$ cat src/rtl/jamma_pkg.sv
// Shared scan FSM encoding, default timing constants and the layout of the
// debounce vector used by jamma_joy_scan.
package jamma_pkg;

  typedef enum logic [1:0] {
    SEL_A  = 2'd0,
    SAMP_A = 2'd1,
    SEL_B  = 2'd2,
    SAMP_B = 2'd3
  } scan_state_e;

  localparam int DEF_SETTLE_CYC = 4;
  localparam int DEF_DEB_MAX    = 15;
  localparam int DEF_COIN_HOLD  = 8;

  localparam int NUM_JOY  = 8;
  localparam int NUM_COIN = 2;
  localparam int NUM_DEB  = 20;

  // Bit slots inside the 20-bit debounce vector
  localparam int IDX_P1   = 0;
  localparam int IDX_P2   = 8;
  localparam int IDX_COIN = 16;
  localparam int IDX_SVC  = 18;
  localparam int IDX_TEST = 19;

endpackage

$ cat src/rtl/jamma_debounce_bit.sv
// One-bit sampled debouncer: output follows the sample only after DEB_MAX
// consecutive differing samples; any agreeing sample restarts the count.
module jamma_debounce_bit
  import jamma_pkg::*;
#(
  parameter int DEB_MAX = DEF_DEB_MAX
) (
  input  logic pclk,
  input  logic reset,
  input  logic smp_en_i,
  input  logic smp_i,
  output logic deb_o
);

  logic [3:0] cnt_q, cnt_d, inc;
  logic       deb_q, deb_d;

  always_comb begin
    cnt_d = cnt_q;
    deb_d = deb_q;
    inc   = cnt_q + 4'd1;
    if (smp_en_i) begin
      if (smp_i == deb_q) begin
        cnt_d = '0;
      end else if (inc == 4'(DEB_MAX)) begin
        deb_d = smp_i;
        cnt_d = '0;
      end else begin
        cnt_d = inc;
      end
    end
  end

  always_ff @(posedge pclk or posedge reset) begin
    if (reset) begin
      cnt_q <= '0;
      deb_q <= 1'b1;
    end else begin
      cnt_q <= cnt_d;
      deb_q <= deb_d;
    end
  end

  assign deb_o = deb_q;

endmodule

$ cat src/rtl/jamma_joy_scan.sv
// JAMMA joystick scanner: alternates JSELECT between players, samples JJOY
// once per half-frame, debounces all 20 inputs and stretches coin pulses.
module jamma_joy_scan
  import jamma_pkg::*;
#(
  parameter int SETTLE_CYC = DEF_SETTLE_CYC,
  parameter int DEB_MAX    = DEF_DEB_MAX,
  parameter int COIN_HOLD  = DEF_COIN_HOLD
) (
  input  logic                pclk,
  input  logic                reset,
  input  logic [NUM_JOY-1:0]  JJOY,
  input  logic [NUM_COIN-1:0] JCOIN,
  input  logic                JSERVICE,
  input  logic                JTEST,
  output logic                JSELECT,
  output logic [NUM_JOY-1:0]  joystick1,
  output logic [NUM_JOY-1:0]  joystick2,
  output logic [NUM_COIN-1:0] coin_n,
  output logic                service_n,
  output logic                test_n,
  output logic                frame_tick
);

  scan_state_e state_q, state_d;
  logic [7:0]  settle_q, settle_d;
  logic        jsel_q, jsel_d;
  logic        tick_q;
  logic        smp_a, smp_b;
  logic [3:0]  sync1_q, sync2_q;
  logic [NUM_DEB-1:0] smp, smp_en, deb;
  logic [NUM_COIN-1:0]      coin_prev_q;
  logic [NUM_COIN-1:0][7:0] hold_q, hold_d;

  always_ff @(posedge pclk or posedge reset) begin
    if (reset) begin
      state_q  <= SEL_A;
      settle_q <= '0;
      jsel_q   <= 1'b0;
      tick_q   <= 1'b0;
    end else begin
      state_q  <= state_d;
      settle_q <= settle_d;
      jsel_q   <= jsel_d;
      tick_q   <= (state_q == SAMP_B);
    end
  end

  always_comb begin
    state_d  = state_q;
    settle_d = '0;
    case (state_q)
      SEL_A:  if (settle_q == 8'(SETTLE_CYC - 1)) state_d = SAMP_A;
              else settle_d = settle_q + 8'd1;
      SAMP_A: state_d = SEL_B;
      SEL_B:  if (settle_q == 8'(SETTLE_CYC - 1)) state_d = SAMP_B;
              else settle_d = settle_q + 8'd1;
      SAMP_B: state_d = SEL_A;
      default: state_d = SEL_A;
    endcase
  end

  // JSELECT is registered from the next state so it lines up with state_q
  always_comb begin
    jsel_d = (state_d == SEL_B) || (state_d == SAMP_B);
    smp_a  = (state_q == SAMP_A);
    smp_b  = (state_q == SAMP_B);
  end

  always_ff @(posedge pclk or posedge reset) begin
    if (reset) begin
      sync1_q <= '1;
      sync2_q <= '1;
    end else begin
      sync1_q <= {JTEST, JSERVICE, JCOIN};
      sync2_q <= sync1_q;
    end
  end

  assign smp    = {sync2_q, JJOY, JJOY};
  assign smp_en = {{4{smp_b}}, {NUM_JOY{smp_b}}, {NUM_JOY{smp_a}}};

  for (genvar g = 0; g < NUM_DEB; g++) begin : g_deb
    jamma_debounce_bit #(.DEB_MAX(DEB_MAX)) u_deb (
      .pclk     (pclk),
      .reset    (reset),
      .smp_en_i (smp_en[g]),
      .smp_i    (smp[g]),
      .deb_o    (deb[g])
    );
  end

  // Hold counts whole frames; a fall during an active hold does not reload it
  always_comb begin
    for (int i = 0; i < NUM_COIN; i++) begin
      hold_d[i] = hold_q[i];
      if (coin_prev_q[i] && !deb[IDX_COIN+i] && (hold_q[i] == 8'd0))
        hold_d[i] = 8'(COIN_HOLD);
      else if (smp_b && (hold_q[i] != 8'd0))
        hold_d[i] = hold_q[i] - 8'd1;
    end
  end

  always_ff @(posedge pclk or posedge reset) begin
    if (reset) begin
      coin_prev_q <= '1;
      hold_q      <= '0;
    end else begin
      coin_prev_q <= deb[IDX_COIN +: NUM_COIN];
      hold_q      <= hold_d;
    end
  end

  for (genvar c = 0; c < NUM_COIN; c++) begin : g_coin
    assign coin_n[c] = deb[IDX_COIN+c] & (hold_q[c] == 8'd0);
  end

  assign JSELECT    = jsel_q;
  assign frame_tick = tick_q;
  assign joystick1  = deb[IDX_P1 +: NUM_JOY];
  assign joystick2  = deb[IDX_P2 +: NUM_JOY];
  assign service_n  = deb[IDX_SVC];
  assign test_n     = deb[IDX_TEST];

endmodule

$ cat config.mk
export PLATFORM = sky130hd
export DESIGN_NAME = jamma_joy_scan
export DESIGN_NICKNAME = d
export VERILOG_FILES = /design/src/rtl/jamma_pkg.sv /design/src/rtl/jamma_debounce_bit.sv /design/src/rtl/jamma_joy_scan.sv
export SDC_FILE = /design/constraint.sdc
export NUM_CORES = 1
export LEC_CHECK = 0
export ABC_AREA = 1
export CORE_MARGIN = 5
export CORE_UTILIZATION = 56
export CTS_BUF_LIST = sky130_fd_sc_hd__clkbuf_16
export CTS_CLUSTER_DIAMETER = 40
export CTS_CLUSTER_SIZE = 24
export DETAILED_ROUTE_END_ITERATION = 10
export HOLD_SLACK_MARGIN = 0.12
export PLACE_DENSITY = 0.76
export SLEW_MARGIN = 20
export SYNTH_ARGS = -nofsm -noshare
export SYNTH_HDL_FRONTEND = slang
export SYNTH_HIERARCHICAL = 1
export SYNTH_SLANG_ARGS = --single-unit
$ cat constraint.sdc
create_clock -name pclk -period 2.2 [get_ports pclk]
set_input_delay 0.44 -clock pclk [delete_from_list [all_inputs] [get_ports pclk]]
set_output_delay 0.44 -clock pclk [all_outputs]
set_load 0.02 [all_outputs]
==> flow_summary.yaml <==
status:
  outcome: "complete, no violations"
route:
  via_per_inst: 5.10
  drt_iter0_drc: 296
  wire_per_inst_um: 11.7
  first_pass_iters: 5
  postRouteAntennaNets: 0
  wl_um: 15700
  drc: 0
  num_vias: 6818
setup_path:
  cp_slowest_stage_delay_ns: 0.39
  critPathKind: "flop to output pin"
  cp.required_ns: 1.76
  worstReg2RegEnd: "hold_q[13]$_DFFE_PP0P_"
  startpoint: "hold_q[9]$_DFFE_PP0P_"
  cp_top_family: "flip-flops"
  startpoint_type: "flop"
  timing.rr.start: "JSELECT$_DFF_PP0_"
  reg2regPathDepth: 6
  crit_buf_inv: 3
  slowest_stage: "dfrtp_1"
  cp_data_arrival_time_ns: 1.64
  reg2reg_slack_ns: 0.55
  crit_path_end_kind: "output pin"
  crit_chain: "inv_1, ha_1, nand2_1, nor2_4, inv_2, nor2_2, buf_4"
  cp_max_fo: 3
power:
  total_leakage_power_nw: 4.61
  power_w: 0.00585
  p_clk_share_pct: 47.3
  p_int_w: 0.00448
  ir_drop_mv: 0.599
  p_comb_share_pct: 6.6
  power.switching_w: 0.00137
  power_density_nw_per_um2: 613
  pwr-share-seq_pct: 46.1
  switching_share_pct: 23.4
finish:
  utilization_pct: 65.2
  area_delta_synth_final_pct: 13.7
  drive_above_1_share_pct: 18.6
  register_area_um2: 3470
  num_antenna_cells: 0
  multi_input_area_um2: 4170
  final_cells: 1336
  fillers: 1210
  nets: 1202
  mostFrequentLayoutCell: "nand2_1"
  final_cell_mix: "nand2_1, inv_1, dfrtp_1, nand3_1, nand2_2"
sta:
  min_period_ns: 2.08
  slew_viol_final: 0
  slew-limit-headroom_pct: 68.1
  max_freq_mhz: 481
  rsz0062_at_grt: "no"
  setup_tns_ns: 0
  fin_skew_ns: 0.00647
  setup_viol: 0
  finalHoldViolCount: 0
  tightest_slew_ns: 0.476
  finalCritPeriodShare_pct: 94.4
die:
  start_util_pct: 57.3
  dieArea_um2: 17500
  fp.dieW_um: 132
  die_h_um: 132
  num_rows: 44
  ios: 36
  coreArea_um2: 14600
cts:
  cts_tree: "yes"
  clk_latency_ns: 0.42
  clkSlewWorstSetupHoldPaths_ns: 0.06
  cts_buffer_depth: 2
  htree_levels: 4
  cts_buffers: 17
  cts-root-buf: "clkbuf_16"
  ctsHoldBuffers: 0
  postCtsSetupBuffers: 0
  clock-sinks: 137
placed_design:
  io_buffers: 35
  place_inst: 1304
  gp_congestion: 0.837
  dpl.hpwl_um: 11500
synthesis:
  syn_area_um2: 8400
  syn_area_per_cell_um2: 7.70
  ys_ff_latch: 137
  syn_nets: 1153
  synthCells: 1090
  ys_warn_count: 6
  synthDistinctLibCells: 24
  ys_seq_area_share_pct: 41.3
global_routing:
  grt_max_degree: 33
  track_usage_pct: 18.9
  gr-total-overflow: 0
  antenna_found_initial: 0
  grt_pass1_vias: 6433
  grt_pass1_wl_um: 27900
run:
  maxCapViolations: 0
min_path:
  hold_path_class: "input port to async pin"
metrics by stage:
stage | hold WS (ns) | setup slack [ns] | cell area [um2]
after floorplan | 0.218 | 0.271 | 8400
after global placement | 0.346 | 0.111 | 8980
after detailed placement | 0.348 | 0.0879 | 8980
after CTS | 0.295 | 0.0184 | 9550
after global routing | 0.342 | 0.0181 | 9540
final | 0.303 | 0.123 | 9540
what timing repair did:
action / 4_1_cts / 5_1_grt
pin swaps: 0 / 0
endpoints found under the setup margin: 2 / 2
gates resized for setup: 7 / 3
cloned: 0 / 0
how the worst max path moves through the flow:
stage,end,slack [ns],depth (start not counted)
detailed placement,coin_n[1],0.09,7
global placement,coin_n[1],0.11,7
global route,coin_n[1],0.02,7
floorplan,hold_q[13]$_DFFE_PP0P_,0.27,6
CTS,coin_n[0],0.02,7
finish,coin_n[1],0.12,7
synthesized netlist by cell type:
cell        n  share of area, %
xnor2_1     2              0.21
o21ai_1    20               1.2
nand2_4     6              0.80
o21ai_2     6              0.63
inv_1     151               6.8
buf_4      16               1.4
nand2_1   321                14
nand2_2    63               4.7
dfrtp_1   107                32
o22ai_1    20               1.5
ha_1       49               7.3
nor2_1     46               2.1
nor2_2     23               1.7
inv_2      22              0.98
nand3b_1    2              0.18
xor2_1      4              0.42
a21oi_1     2              0.12
nor2_4     22               3.0
nor2_8      1              0.24
o21ai_0     7              0.42
nor3_1     46               2.7
dfstp_2    30               9.4
nand3_1    80               4.8
nand4_1    44               3.3
worst reg2reg max path, stage by stage, from the launching register on:
cell and delay, ns:
dfrtp_1 0.40, ha_2 0.41, inv_1 0.19, nor2_2 0.32, nand3_1 0.11, nand2_1 0.07
nand2_1 0.04
logic make-up (layout without fill, tap and decap cells):
kind of cell    Yosys count  in the layout  synth area share (%)
compound gates           55             55                  3.85
xor+xnor                  6              6                 0.626
fa+ha+maj                49             49                  7.30
buf+inv                 189            251                  9.17
flops                   137            137                  41.3
simple gates            654            654                  37.8
final cells by class:
class | instances | share of cell area (%)
Tap cell | 184 | 2.41
Sequential cell | 137 | 36.3
Clock inverter | 15 | 1.52
Clock buffer | 17 | 4.46
Multi-Input combinational cell | 764 | 43.6
Inverter | 173 | 6.80
Timing Repair Buffer | 46 | 4.85
power groups by stage:
stage	registers [W]	clock network (W)	logic (W)
CTS	0.00269	0.00284	0.000394
global route	0.00270	0.00294	0.000452
finish	0.00269	0.00277	0.000385
floorplan	0.00271	0	0.000284
detailed placement	0.00273	0	0.000390
global placement	0.00273	0	0.000378
registers in the layout (all words and copies together), names as in the netlist, 2 cells and up:
name	flops
coin_prev_q	2
g_deb.u_deb/deb_o	20
settle_q	8
hold_q	16
sync1_q	4
g_deb.u_deb/cnt_q	80
sync2_q	4
layer usage:
metal / global-route usage, % / part of all wire (%)
met5: 0 / 0
met4: 6.00 / 1.5
met3: 4.56 / 3.2
met2: 31.3 / 47
met1: 24.6 / 48
No activity file was read; power rests on OpenSTA's default activity.
